===== src/rtl/pipe_hazard_ctrl.sv =====
// pipe_hazard_ctrl: stall/flush sequencer for the 5-stage pipeline registers.
// Detects Tuse/Tnew GRF hazards and MDU-busy hazards. Drives the F/D and D/E
// register controls. Selects the F-stage PC source for interrupt entry and eret.
//
// redirect_pc is the target address that accompanies pc_sel:
//   pc_sel 1 -> HANDLER_PC
//   pc_sel 2 -> epc
//   otherwise -> 0
//
// Optional feature: define PIPE_CTRL_STATS_EN to add the stall_cnt and
// flush_cnt statistics outputs.
module pipe_hazard_ctrl #(
    parameter int unsigned MULT_CYCLES = 5,
    parameter int unsigned DIV_CYCLES  = 10,
    parameter logic [31:0] HANDLER_PC  = 32'h4180
) (
    input  logic        clk,
    input  logic        reset,
    input  logic [4:0]  rs_D,
    input  logic [4:0]  rt_D,
    input  logic [1:0]  tuse_rs_D,
    input  logic [1:0]  tuse_rt_D,
    input  logic        md_use_D,
    input  logic        eret_D,
    input  logic [4:0]  WA_E,
    input  logic [4:0]  WA_M,
    input  logic        GRFWE_E,
    input  logic        GRFWE_M,
    input  logic [1:0]  Tnew_E,
    input  logic [1:0]  Tnew_M,
    input  logic        md_start_E,
    input  logic        md_div_E,
    input  logic        int_req,
    input  logic [31:0] epc,
    output logic        en_F,
    output logic        en_D,
    output logic        clr_E,
    output logic        flush_all,
    output logic [1:0]  pc_sel,
    output logic [31:0] redirect_pc,
`ifdef PIPE_CTRL_STATS_EN
    output logic [31:0] stall_cnt,
    output logic [15:0] flush_cnt,
`endif
    output logic        md_busy
);

    typedef enum logic {
        RUN = 1'b0,
        INT = 1'b1
    } state_t;

    state_t     state, state_nxt;
    logic [3:0] md_cnt;
    logic       stall_rs, stall_rt, stall_md, stall;
    logic       stall_applied;

    // GRF and MDU hazard detection; register 0 never creates a dependency
    always_comb begin
        stall_rs = (rs_D != 5'd0) &&
                   (((rs_D == WA_E) && GRFWE_E && (tuse_rs_D < Tnew_E)) ||
                    ((rs_D == WA_M) && GRFWE_M && (tuse_rs_D < Tnew_M)));
        stall_rt = (rt_D != 5'd0) &&
                   (((rt_D == WA_E) && GRFWE_E && (tuse_rt_D < Tnew_E)) ||
                    ((rt_D == WA_M) && GRFWE_M && (tuse_rt_D < Tnew_M)));
        md_busy  = (md_cnt != 4'd0);
        stall_md = md_use_D && (md_start_E || md_busy);
        stall    = stall_rs || stall_rt || stall_md;
    end

    // MDU busy counter: a new start reloads, otherwise count down to zero
    always_ff @(posedge clk) begin
        if (reset)
            md_cnt <= '0;
        else if (md_start_E)
            md_cnt <= md_div_E ? 4'(DIV_CYCLES) : 4'(MULT_CYCLES);
        else if (md_cnt != 4'd0)
            md_cnt <= md_cnt - 4'd1;
    end

    // FSM state register
    always_ff @(posedge clk) begin
        if (reset)
            state <= RUN;
        else
            state <= state_nxt;
    end

    // Next state and pipeline controls; priority: reset > int_req > stall > eret
    always_comb begin
        state_nxt     = state;
        en_F          = 1'b1;
        en_D          = 1'b1;
        clr_E         = 1'b0;
        flush_all     = 1'b0;
        pc_sel        = 2'd0;
        stall_applied = 1'b0;
        if (!reset) begin
            unique case (state)
                RUN: begin
                    if (int_req) begin
                        flush_all = 1'b1;
                        pc_sel    = 2'd1;
                        state_nxt = INT;
                    end else if (stall) begin
                        en_F          = 1'b0;
                        en_D          = 1'b0;
                        clr_E         = 1'b1;
                        stall_applied = 1'b1;
                    end else if (eret_D) begin
                        pc_sel = 2'd2;
                    end
                end
                INT: begin
                    // int_req is deliberately ignored here so a held request
                    // cannot re-enter the handler on back-to-back cycles
                    state_nxt = RUN;
                    if (stall) begin
                        en_F          = 1'b0;
                        en_D          = 1'b0;
                        clr_E         = 1'b1;
                        stall_applied = 1'b1;
                    end
                end
                default: state_nxt = RUN;
            endcase
        end
    end

    // Redirect target for the F-stage PC mux
    always_comb begin
        unique case (pc_sel)
            2'd1:    redirect_pc = HANDLER_PC;
            2'd2:    redirect_pc = epc;
            default: redirect_pc = '0;
        endcase
    end

`ifdef PIPE_CTRL_STATS_EN
    // Free-running, wrapping statistics counters
    always_ff @(posedge clk) begin
        if (reset) begin
            stall_cnt <= '0;
            flush_cnt <= '0;
        end else begin
            if (stall_applied)
                stall_cnt <= stall_cnt + 32'd1;
            if (flush_all)
                flush_cnt <= flush_cnt + 16'd1;
        end
    end
`else
    // stall_applied only feeds the statistics counters
    logic unused_ok;
    always_comb unused_ok = stall_applied;
`endif

endmodule

===== config.mk =====
export PLATFORM = sky130hd
export DESIGN_NAME = pipe_hazard_ctrl
export DESIGN_NICKNAME = d
export VERILOG_FILES = /design/src/rtl/pipe_hazard_ctrl.sv
export SDC_FILE = /design/constraint.sdc
export NUM_CORES = 1
export LEC_CHECK = 0
export BUFFER_PORTS_ARGS = -buffer_cell sky130_fd_sc_hd__buf_2
export CAP_MARGIN = 20
export CORE_ASPECT_RATIO = 2
export CORE_MARGIN = 2
export CORE_UTILIZATION = 35
export DETAILED_ROUTE_END_ITERATION = 8
export PLACE_DENSITY = 0.82
export SLEW_MARGIN = 30
export SYNTH_ARGS = -nofsm -noshare
export SYNTH_HDL_FRONTEND = slang
export SYNTH_SLANG_ARGS = --single-unit

===== constraint.sdc =====
create_clock -name clk -period 3.3 [get_ports clk]
set_clock_uncertainty 0.1 [all_clocks]
set_input_delay 0.495 -clock clk [delete_from_list [all_inputs] [get_ports clk]]
set_output_delay 0.495 -clock clk [all_outputs]
set_load 0.01 [all_outputs]

Yosys cells after proc, flatten, opt, wreduce, memory -nomap -nowiden
Cells that the tools add are included.

word-level totals
  output and inout port bits = 39
  register bits = 5
  ROM bits = 0
  memory bits (writable) = 0
  latch bits = 0
  input port bits = 69
  logic and storage cells = 55
  memories kept = 0

operators by class
  $add $sub $neg = 1
  div/mod/pow operators = 0
  equality and inequality tests = 6
  magnitude comparators = 4
  shifts and indexed selects = 0
  reduce and logical (&&, ||, !) cells = 20
  bitwise logic cells = 1
  muxes and demuxes = 21
  multipliers = 0

operator list
  cell                                                  number
  case mux 32 bit (2 select lines)                      1
  equality test 5 bit                                   4
  two-way mux 4 bit                                     3
  logical AND 1 bit                                     11
  two-way mux 2 bit                                     5
  nonzero test 5 bit                                    2
  two-way mux 1 bit                                     9
  < comparator 2 bit                                    4
  case mux 1 bit (2 select lines)                       3
  logical OR 1 bit                                      5
  nonzero test 4 bit                                    1
  subtractor 4 x 1 -> 4 bit (second input constant)     1
  equality test 2 x 1 -> 1 bit (second input constant)  1
  equality test 2 bit (second input constant)           1
  nonzero test 2 bit                                    1
  inverter 1 bit                                        1

Depth between registers and ports, before layout
Gate-level depths: netlist of the first run.

  depth after elaboration = 13
  depth in mapped cells = 11
  depth with buffers taken out = 10

Least setup slack after synthesis of the first run
Ideal clock, no wire load.

  path type = input to output
  start = in Tnew_M[1]
  end = out redirect_pc[14]
  stages on the path = 11
  path slack = 0.456 ns
  arrival = 2.249 ns
  buffers on the path = 1
  cells stage by stage = inv_1 ha_1 or2b_1 nor4_2 a22oi_1 o22a_1 and3_1 ha_1 clkbuf_1 a21oi_1 nor2_1

between the ends
  cells in the longest elaborated chain, start to end = 12

ends and longest elaborated chain
  element                                                              line    text
  start: declaration                                                   30      input logic [1:0] Tnew_M,
  < comparator 2 bit (on tied branches)                                62, 65
  logical AND 1 bit (on tied branches)                                 62, 65
  logical OR 1 bit (on tied branches)                                  61, 64
  logical AND 1 bit (on tied branches)                                 60, 63
  logical OR 1 bit (*) (2 in series)                                   68      stall = stall_rs || stall_rt || stall_md;
  two-way mux 2 bit (*)                                                105     end else if (stall) begin
  two-way mux 2 bit (*)                                                101     if (int_req) begin
  two-way mux 2 bit (*)                                                99      unique case (state)
  two-way mux 2 bit (*)                                                98      if (!reset) begin
  via pc_sel[1]                                                        39      output logic [1:0] pc_sel,
  equality test 2 bit or equality test 2 x 1 -> 1 bit (tied branches)  132     unique case (pc_sel)
  case mux 32 bit (2 select lines) (*)                                 132
  end: declaration                                                     40      output logic [31:0] redirect_pc,

The timed path passes the listed nets; every way through them passes the cells marked *.

Final worst setup path of the first run
  start = in tuse_rt_D[1]
  end = out redirect_pc[14]

between the ends
  cells in the longest elaborated chain, start to end = 12

ends and longest elaborated chain
  element                                                              line    text
  start: declaration                                                   22      input logic [1:0] tuse_rt_D,
  < comparator 2 bit (on tied branches)                                64, 65
  logical AND 1 bit (on tied branches)                                 64, 65
  logical OR 1 bit (*)                                                 64      (((rt_D == WA_E) && GRFWE_E && (tuse_rt_D < Tnew_E)) ||
  logical AND 1 bit (*)                                                63      stall_rt = (rt_D != 5'd0) &&
  logical OR 1 bit (*) (2 in series)                                   68
  two-way mux 2 bit (*)                                                105
  two-way mux 2 bit (*)                                                101
  two-way mux 2 bit (*)                                                99
  two-way mux 2 bit (*)                                                98
  equality test 2 bit or equality test 2 x 1 -> 1 bit (tied branches)  132
  case mux 32 bit (2 select lines) (*)                                 132

Every way passes the cells marked *; elsewhere a longest branch is shown, timed or not.

==> results of run 1 <==
## kinds of logic after synthesis
| logic type | Yosys count | share of synthesized area |
|---|---|---|
| AOI/OAI and AO/OA | 20 | 0.134 |
| xor gates and xnor gates | 23 | 0.205 |
| DFF | 5 | 0.102 |
| adders and majority gates | 8 | 0.102 |
| buffers and inverters | 13 | 0.0587 |
| and+or+nand+nor | 63 | 0.398 |
## sequential cells by signal, indices dropped and copies added (netlist names)
name,cells
md_cnt,4
state,1
## layout by cell type (no fill, tap or decap), types with 2 or more instances in the layout
| cell | Yosys | final |
|---|---|---|
| sky130_fd_sc_hd__buf_2 | 1 | 107 |
| sky130_fd_sc_hd__and2_1 | 29 | 29 |
| sky130_fd_sc_hd__xor2_1 | 21 | 21 |
| sky130_fd_sc_hd__nor2_1 | 9 | 9 |
| sky130_fd_sc_hd__inv_1 | 7 | 7 |
| sky130_fd_sc_hd__a21oi_1 | 7 | 7 |
| sky130_fd_sc_hd__ha_1 | 8 | 7 |
| sky130_fd_sc_hd__nand2b_1 | 6 | 6 |
| sky130_fd_sc_hd__dfxtp_1 | 5 | 5 |
| sky130_fd_sc_hd__a211oi_1 | 4 | 4 |
| sky130_fd_sc_hd__or2b_1 | 3 | 3 |
| sky130_fd_sc_hd__nor4_1 | 3 | 3 |
| sky130_fd_sc_hd__clkbuf_8 | 0 | 3 |
| sky130_fd_sc_hd__a22oi_1 | 2 | 2 |
| sky130_fd_sc_hd__xnor2_1 | 2 | 2 |
| sky130_fd_sc_hd__nand2_1 | 2 | 2 |
| sky130_fd_sc_hd__o21ai_1 | 2 | 2 |
| sky130_fd_sc_hd__o21a_1 | 2 | 2 |
## per-stage QoR
stage	util	instance area, µm²	power (mW)	setup WS (ps)	hold WS [ps]
2_1_floorplan	-	981	0.161	456	429
3_3_place_gp	0.563	1520	0.236	80.4	468
3_5_place_dp	0.563	1520	0.240	-0.372	471
4_1_cts	0.581	1570	0.354	184	421
5_1_grt	0.581	1570	0.378	19.4	431
6_report	0.581	1570	0.349	209	421
## cell usage after synthesis (2+ instances only)
library cell and n:
sky130_fd_sc_hd__or2b_1 3, sky130_fd_sc_hd__o21ai_1 2, sky130_fd_sc_hd__a211oi_1 4, sky130_fd_sc_hd__ha_1 8, sky130_fd_sc_hd__nand2b_1 6, sky130_fd_sc_hd__xnor2_1 2, sky130_fd_sc_hd__buf_4 2, sky130_fd_sc_hd__and2_1 29
sky130_fd_sc_hd__nor4_1 3, sky130_fd_sc_hd__a22oi_1 2, sky130_fd_sc_hd__clkbuf_1 3, sky130_fd_sc_hd__a21oi_1 7, sky130_fd_sc_hd__nor2_1 9, sky130_fd_sc_hd__nand2_1 2, sky130_fd_sc_hd__xor2_1 21, sky130_fd_sc_hd__dfxtp_1 5
sky130_fd_sc_hd__o21a_1 2, sky130_fd_sc_hd__inv_1 7
## routing by layer
metal | vias up | global-route usage
met4 | 0 | 0.116
met5 | - | 0
met2 | 88 | 0.391
met3 | 10 | 0.0455
li1 | 652 | -
met1 | 546 | 0.155
## worst register-to-register path: cells and delay by family (launching register included)
family	cells	cell delay (ps)
adders and majority gates	1	140
buffers and inverters	1	90
DFF	1	320
and+or+nand+nor	3	700
AOI/OAI and AO/OA	1	140
## report_power, final
| group | switching [mW] | internal (mW) |
|---|---|---|
| Clock | 0.0282 | 0.0828 |
| Sequential | 0.00515 | 0.0670 |
| Combinational | 0.0828 | 0.0830 |
| Total | 0.116 | 0.233 |
## path summary, 6_finish.rpt
path                                        end  slack [ps]  depth (start not counted)
worst max-delay path            redirect_pc[14]         210                         11
worst min-delay path                  md_cnt[0]         420                          2
worst max register to register        md_cnt[3]        1690                          6
worst min register to register            state         490                          3
## timing repair
item / in CTS / in global routing
gates resized for setup: 1 / 0
hold buffers: 0 / 0
endpoints found under the setup margin: 1 / 0
## area by class of cell
class / instances / share of cell area
clock buffers: 4 / 0.0287
inverters: 7 / 0.0167
multi-input cells: 114 / 0.526
flip-flops and latches: 5 / 0.0638
well taps: 29 / 0.0231
repair buffers: 107 / 0.341
==> impl_summary.txt, run 1 <==
----------------------------------------------------
[Status]
  Result of the run ... complete, no violations

[Cells and area]
  Count of filler cells inserted in the layout ... 272
  Final cell count without fillers ... 266
  NumNets Final ... 315
  Multi-input logic area ... 826 µm²
  Fraction of layout instances using a drive strength above 1 ... 0.489
  Area growth from synthesis to layout ... 59.9%
  Antenna cells ... 0
  Register Area ... 100 µm²

[Floorplanning]
  Die Footprint ... 3270 µm²
  Top-level I/O count ... 108
  Overall die height ... 78.9 µm
  Starting utilization of the core area ... 0.363
  Row cnt ... 27
  Die Wd ... 41.4 µm
  Floorplan core area ... 2700 µm²

[Clock tree]
  Sink count of the clock tree ... 5
  Clock tree root driver cell ... sky130_fd_sc_hd__clkbuf_8
  TritonCTS clock tree ... built
  Level count of the clock H-tree ... 1
  Clock latency on the worst-skew pair ... 220 ps
  Clock slew at the register clock pins of the worst setup and hold paths ... 40 ps
  Maximum buffer depth of the clock tree ... 2
  TritonCTS Buffers ... 3
  Post-CTS repair timing setup buffer count ... 0

[Setup path]
  Worst setup SP type ... input pin
  Critical-path maximum fanout ... 32
  Signal arrival time at the worst endpoint ... 2500 ps
  Cell family with the largest share of critical-path delay ... simple AND/OR/NAND/NOR gates
  Endpoint class of the critical path ... output pin
  Critical register-to-register path startpoint ... md_cnt[0]
  Worst Path Required ... 2700 ps
  Slowest CP cell ... sky130_fd_sc_hd__ha_2
  Crit Path Class ... in2out
  Startpoint of the most critical setup path ... tuse_rt_D[1]
  Critical path buffers and inverters ... 2
  Worst stage delay on the critical path ... 300 ps
  CP most frequent cell ... sky130_fd_sc_hd__buf_2
  Worst path cell trace ... buf_2, ha_1, or2b_1, nor4_2, a22oi_1, o22a_1, and3_1, ha_2, a21oi_1, nor2_1, buf_2

[Detailed routing]
  Mean number of vias per cell ... 4.87
  Routed met1 length ... 978 µm
  Final ANT Viol Nets ... 0
  Post-Route WL ... 3.17 mm
  Router iterations before antenna repair ... 2
  Met3 wire length ... 292 µm
  Top Layer Used ... met4
  Routed met2 length ... 1.78 mm
  Average wire per cell in the routed design ... 11.9 µm
  Number of violations reported at the end of detailed-routing iteration 0 ... 15
  Number of remaining DRC errors ... 0
  Vias after detailed routing ... 1296

[Placed design]
  Gpl congestion ... 0.801
  Count of placed standard cells including taps ... 262
  Placed wire-length estimate ... 2.86 mm
  Quantity of I/O buffers inserted on ports ... 107

[Logic synthesis]
  Number of enable-type register cells in the synthesized netlist ... 0
  Synthesized netlist cell count ... 132
  Seq/Total Area, Yosys ... 0.102
  Commonest register cell after synthesis ... sky130_fd_sc_hd__dfxtp_1
  Number of register bits inferred by synthesis ... 5
  Syn Nets ... 209
  Area share of the largest cell type after synthesis ... 0.188
  Biggest area consumer among synthesized cells ... sky130_fd_sc_hd__xor2_1
  Area contributors post-synth ... sky130_fd_sc_hd__xor2_1, sky130_fd_sc_hd__and2_1, sky130_fd_sc_hd__dfxtp_1, sky130_fd_sc_hd__ha_1, sky130_fd_sc_hd__nand2b_1
  Fraction of registers with async set or reset after synthesis ... 0
  Yosys Warn Count ... 0
  Distinct cells, synth ... 33
  Mapped Avg Cell Area ... 7.43 µm²
  Post-synth design cell area ... 981 µm²

[Pwr]
  VDD IR-drop max ... 0.149 mV
  Leakage power of the design ... 0.913 nW
  Power density cells ... 222 nW/µm²

[GRT]
  Tot GR Track Use ... 0.193
  Total gr overflow ... 0
  First-pass GRT wire length ... 5.06 mm
  Initial antenna violation count ... 0
  Vias in the first global route ... 1288
  Maximum number of pins on one net before global-route repair ... 33

[STA]
  Transition time at the pin with the least slew margin ... 450 ps
  Unrepaired setup endpoints after global routing ... no
  Final Hold Violating Endpoints ... 0
  Share of the clock period used by the worst path after layout ... 0.937
  Shortest clock period the worst path allows after layout ... 3090 ps
  Final setup TNS ... 0 ps
  Pins over their slew limit ... 0
  Fmax ... 324 MHz
  Number of endpoints failing setup at the final stage ... 0
  Relative max-transition margin ... 0.696

[Run]
  Number of maximum-capacitance violations ... 0

[Worst hold path]
  Hold crit path type ... in2reg
  Hold path startpoint ... reset

----------------------------------------------------
Power figures use the tool's default switching activity.
==> inputs of run 2 (changes only) <==
ABC_AREA = 1   (was not set)
PLACE_DENSITY = 0.77   (was 0.82)
REMOVE_ABC_BUFFERS = 1   (was not set)
==> run 2 against run 1 <==
Effect of this change: count of clock-buffer cells in the layout did not move; sequential share of layout area fell by 0.71 points; power rose by 6.0%; cell area rose by 13%; routed wire length rose by 17%; synthesized cell count rose by 80%; area after synthesis rose by 18%; die area rose by 16%; fmax rose by 3.8%; hold slack got worse by 81 ps; critical endpoint is now redirect_pc[9].
==> impl_summary.txt, run 2 <==
----------------------------------------------------
[GRT]
  Initial antenna violation count ... 0 (unchanged)
  Vias in the first global route ... 1481 (was 1288)
  Tot GR Track Use ... 0.192 (was 0.193)
  First-pass GRT wire length ... 5.71 mm (was 5.06 mm)
  Maximum number of pins on one net before global-route repair ... 22 (was 33)
  Total gr overflow ... 0 (unchanged)

[STA]
  Final setup TNS ... 0 ps (unchanged)
  Number of endpoints failing setup at the final stage ... 0 (unchanged)
  Unrepaired setup endpoints after global routing ... no (unchanged)
  Shortest clock period the worst path allows after layout ... 2980 ps (was 3090 ps)
  Share of the clock period used by the worst path after layout ... 0.902 (was 0.937)
  Transition time at the pin with the least slew margin ... 444 ps (was 450 ps)
  Final Hold Violating Endpoints ... 0 (unchanged)
  Pins over their slew limit ... 0 (unchanged)
  Relative max-transition margin ... 0.702 (was 0.696)
  Fmax ... 336 MHz (was 324 MHz)

[Detailed routing]
  Final ANT Viol Nets ... 0 (unchanged)
  Number of remaining DRC errors ... 0 (unchanged)
  Mean number of vias per cell ... 4.55 (was 4.87)
  Average wire per cell in the routed design ... 9.84 µm (was 11.9 µm)
  Router iterations before antenna repair ... 4 (was 2)
  Number of violations reported at the end of detailed-routing iteration 0 ... 17 (was 15)
  Post-Route WL ... 3.70 mm (was 3.17 mm)
  Vias after detailed routing ... 1710 (was 1296)

[Worst hold path]
  Hold crit path type ... reg2reg (was in2reg)

[Pwr]
  VDD IR-drop max ... 0.142 mV (was 0.149 mV)
  Power density cells ... 209 nW/µm² (was 222 nW/µm²)
  Leakage power of the design ... 1.38 nW (was 0.913 nW)

[Logic synthesis]
  Top post-synthesis cells by count ... sky130_fd_sc_hd__nand2_1, sky130_fd_sc_hd__inv_1, sky130_fd_sc_hd__nor2_1 (was sky130_fd_sc_hd__and2_1, sky130_fd_sc_hd__xor2_1, sky130_fd_sc_hd__nor2_1)
  Number of enable-type register cells in the synthesized netlist ... 0 (unchanged)
  Biggest area consumer among synthesized cells ... sky130_fd_sc_hd__nand2_1 (was sky130_fd_sc_hd__xor2_1)
  Commonest register cell after synthesis ... sky130_fd_sc_hd__dfxtp_1 (unchanged)
  Synthesized netlist cell count ... 238 (was 132)
  Number of register bits inferred by synthesis ... 5 (unchanged)
  Seq/Total Area, Yosys ... 0.0867 (was 0.102)
  Leading cell type by number of instances after synthesis ... sky130_fd_sc_hd__nand2_1 (was sky130_fd_sc_hd__and2_1)
  Yosys Warn Count ... 0 (unchanged)
  Area share of the largest cell type after synthesis ... 0.286 (was 0.188)
  Fraction of registers with async set or reset after synthesis ... 0 (unchanged)
  Post-synth design cell area ... 1150 µm² (was 981 µm²)
  Mapped Avg Cell Area ... 4.85 µm² (was 7.43 µm²)
  Distinct cells, synth ... 23 (was 33)
  Area contributors post-synth ... sky130_fd_sc_hd__nand2_1, sky130_fd_sc_hd__inv_1, sky130_fd_sc_hd__dfxtp_1, sky130_fd_sc_hd__ha_1, sky130_fd_sc_hd__nor2_1 (was sky130_fd_sc_hd__xor2_1, sky130_fd_sc_hd__and2_1, sky130_fd_sc_hd__dfxtp_1, sky130_fd_sc_hd__ha_1, sky130_fd_sc_hd__nand2b_1)

[Cells and area]
  Multi-input logic area ... 757 µm² (was 826 µm²)
  Most frequent standard cell in the layout excluding fill and tap cells ... sky130_fd_sc_hd__buf_2 (unchanged)
  Antenna cells ... 0 (unchanged)
  Area growth from synthesis to layout ... 53.0% (was 59.9%)
  Max reg flops ... 4 (unchanged)
  Most used cells in the layout excluding fill and tap cells ... sky130_fd_sc_hd__buf_2, sky130_fd_sc_hd__nand2_1, sky130_fd_sc_hd__inv_1, sky130_fd_sc_hd__nor2_1 (was sky130_fd_sc_hd__buf_2, sky130_fd_sc_hd__and2_1, sky130_fd_sc_hd__xor2_1, sky130_fd_sc_hd__nor2_1)
  Count of filler cells inserted in the layout ... 355 (was 272)
  Fraction of layout instances using a drive strength above 1 ... 0.362 (was 0.489)
  Top register by number of flip-flops ... md_cnt (unchanged)
  Final Core Density ... 0.560 (was 0.581)
  NumNets Final ... 423 (was 315)
  Biggest regs ... md_cnt: 4 flops, state: 1 flops (unchanged)
  Register Area ... 100 µm² (unchanged)

[Setup path]
  Worst Path Required ... 2700 ps (about the same)
  Worst setup SP type ... input pin (unchanged)
  Signal arrival time at the worst endpoint ... 2380 ps (was 2500 ps)
  Endpoint class of the critical path ... output pin (unchanged)
  Crit Path Class ... in2out (unchanged)
  Critical-path maximum fanout ... 21 (was 32)

[Floorplanning]
  Floorplan core area ... 3160 µm² (was 2700 µm²)
  Die Wd ... 44.6 µm (was 41.4 µm)
  Overall die height ... 85.2 µm (was 78.9 µm)
  Die Footprint ... 3800 µm² (was 3270 µm²)
  Starting utilization of the core area ... 0.366 (was 0.363)
  Row cnt ... 29 (was 27)
  Top-level I/O count ... 108 (unchanged)

[Clock tree]
  Sink count of the clock tree ... 5 (unchanged)
  TritonCTS clock tree ... built (unchanged)
  Level count of the clock H-tree ... 1 (unchanged)
  Clock tree root driver cell ... sky130_fd_sc_hd__clkbuf_8 (unchanged)
  Clock slew at the register clock pins of the worst setup and hold paths ... 30 ps (was 40 ps)
  Post-CTS Hold Buffers ... 0 (unchanged)
  TritonCTS Buffers ... 3 (unchanged)
  Maximum buffer depth of the clock tree ... 2 (unchanged)
  Post-CTS repair timing setup buffer count ... 0 (unchanged)
  PostCTS Resize Cnt ... 0 (was 1)
  Clock latency on the worst-skew pair ... 220 ps (about the same)

[Placed design]
  Placed wire-length estimate ... 3.30 mm (was 2.86 mm)
  Gpl congestion ... 0.834 (was 0.801)
  Quantity of I/O buffers inserted on ports ... 107 (unchanged)

[Run]
  Number of maximum-capacitance violations ... 0 (unchanged)

[Status]
  Result of the run ... complete, no violations (unchanged)

----------------------------------------------------
run 2: changes by cell type after synthesis, moves of 7 or more:
cell / delta
sky130_fd_sc_hd__nand2_1: +86
sky130_fd_sc_hd__inv_1: +59
sky130_fd_sc_hd__and2_1: -29
sky130_fd_sc_hd__xor2_1: -18
sky130_fd_sc_hd__nand3_1: +7
sky130_fd_sc_hd__nor2_1: +8
run 2: layout make-up:
class | count | area share
clock buffers | 4 | 0.0255
well taps | 31 | 0.0220
flip-flops and latches | 5 | 0.0567
inverters | 72 | 0.153
repair buffers | 108 | 0.314
multi-input cells | 156 | 0.428
run 2: critical path, stage by stage:
cell and delay (ps):
sky130_fd_sc_hd__buf_2 80, sky130_fd_sc_hd__inv_1 40, sky130_fd_sc_hd__ha_1 260, sky130_fd_sc_hd__a21boi_0 230
sky130_fd_sc_hd__nor2_2 60, sky130_fd_sc_hd__nand2_1 60, sky130_fd_sc_hd__nand2_1 50, sky130_fd_sc_hd__nand2_2 70
sky130_fd_sc_hd__nand4_1 100, sky130_fd_sc_hd__inv_1 90, sky130_fd_sc_hd__ha_1 400, sky130_fd_sc_hd__buf_12 200
sky130_fd_sc_hd__nand2_1 50, sky130_fd_sc_hd__inv_1 50, sky130_fd_sc_hd__buf_2 120
run 2: metrics by stage:
stage	hold slack (ps)	setup slack (ps)	cells	area, µm²	total power, mW
5_1_grt	381	81.9	376	1770	0.400
2_1_floorplan	320	300	233	1130	0.173
6_report	340	323	376	1770	0.370
3_5_place_dp	337	305	372	1720	0.256
3_3_place_gp	335	351	372	1720	0.255
4_1_cts	343	305	376	1770	0.372
run 2: worst paths after layout:
path	from	to	slack (ps)	cells past startpoint
min	state	state	340	1
min reg2reg	state	state	340	1
max	Tnew_E[1]	redirect_pc[9]	320	15
max reg2reg	md_cnt[0]	md_cnt[2]	1940	7
run 2: logic make-up after synthesis:
logic type | share of synthesized area
AOI/OAI and AO/OA | 0.0802
xor gates and xnor gates | 0.0303
adders and majority gates | 0.0867
buffers and inverters | 0.258
DFF | 0.0867
and+or+nand+nor | 0.458
run 2: routing by layer:
layer | wire length [µm] | GRT usage | vias to the layer above
met3 | 337 | 0.0149 | 11
li1 | - | - | 897
met1 | 1130 | 0.169 | 711
met5 | 0 | 0 | -
met2 | 2110 | 0.394 | 91
met4 | 119 | 0.0854 | 0
run 2: where the power goes:
group          total, mW  internal [mW]  switching [mW]
Combinational      0.181         0.0817          0.0992
Sequential        0.0742         0.0684         0.00580
Clock              0.115         0.0831          0.0318
Total              0.370          0.233           0.137
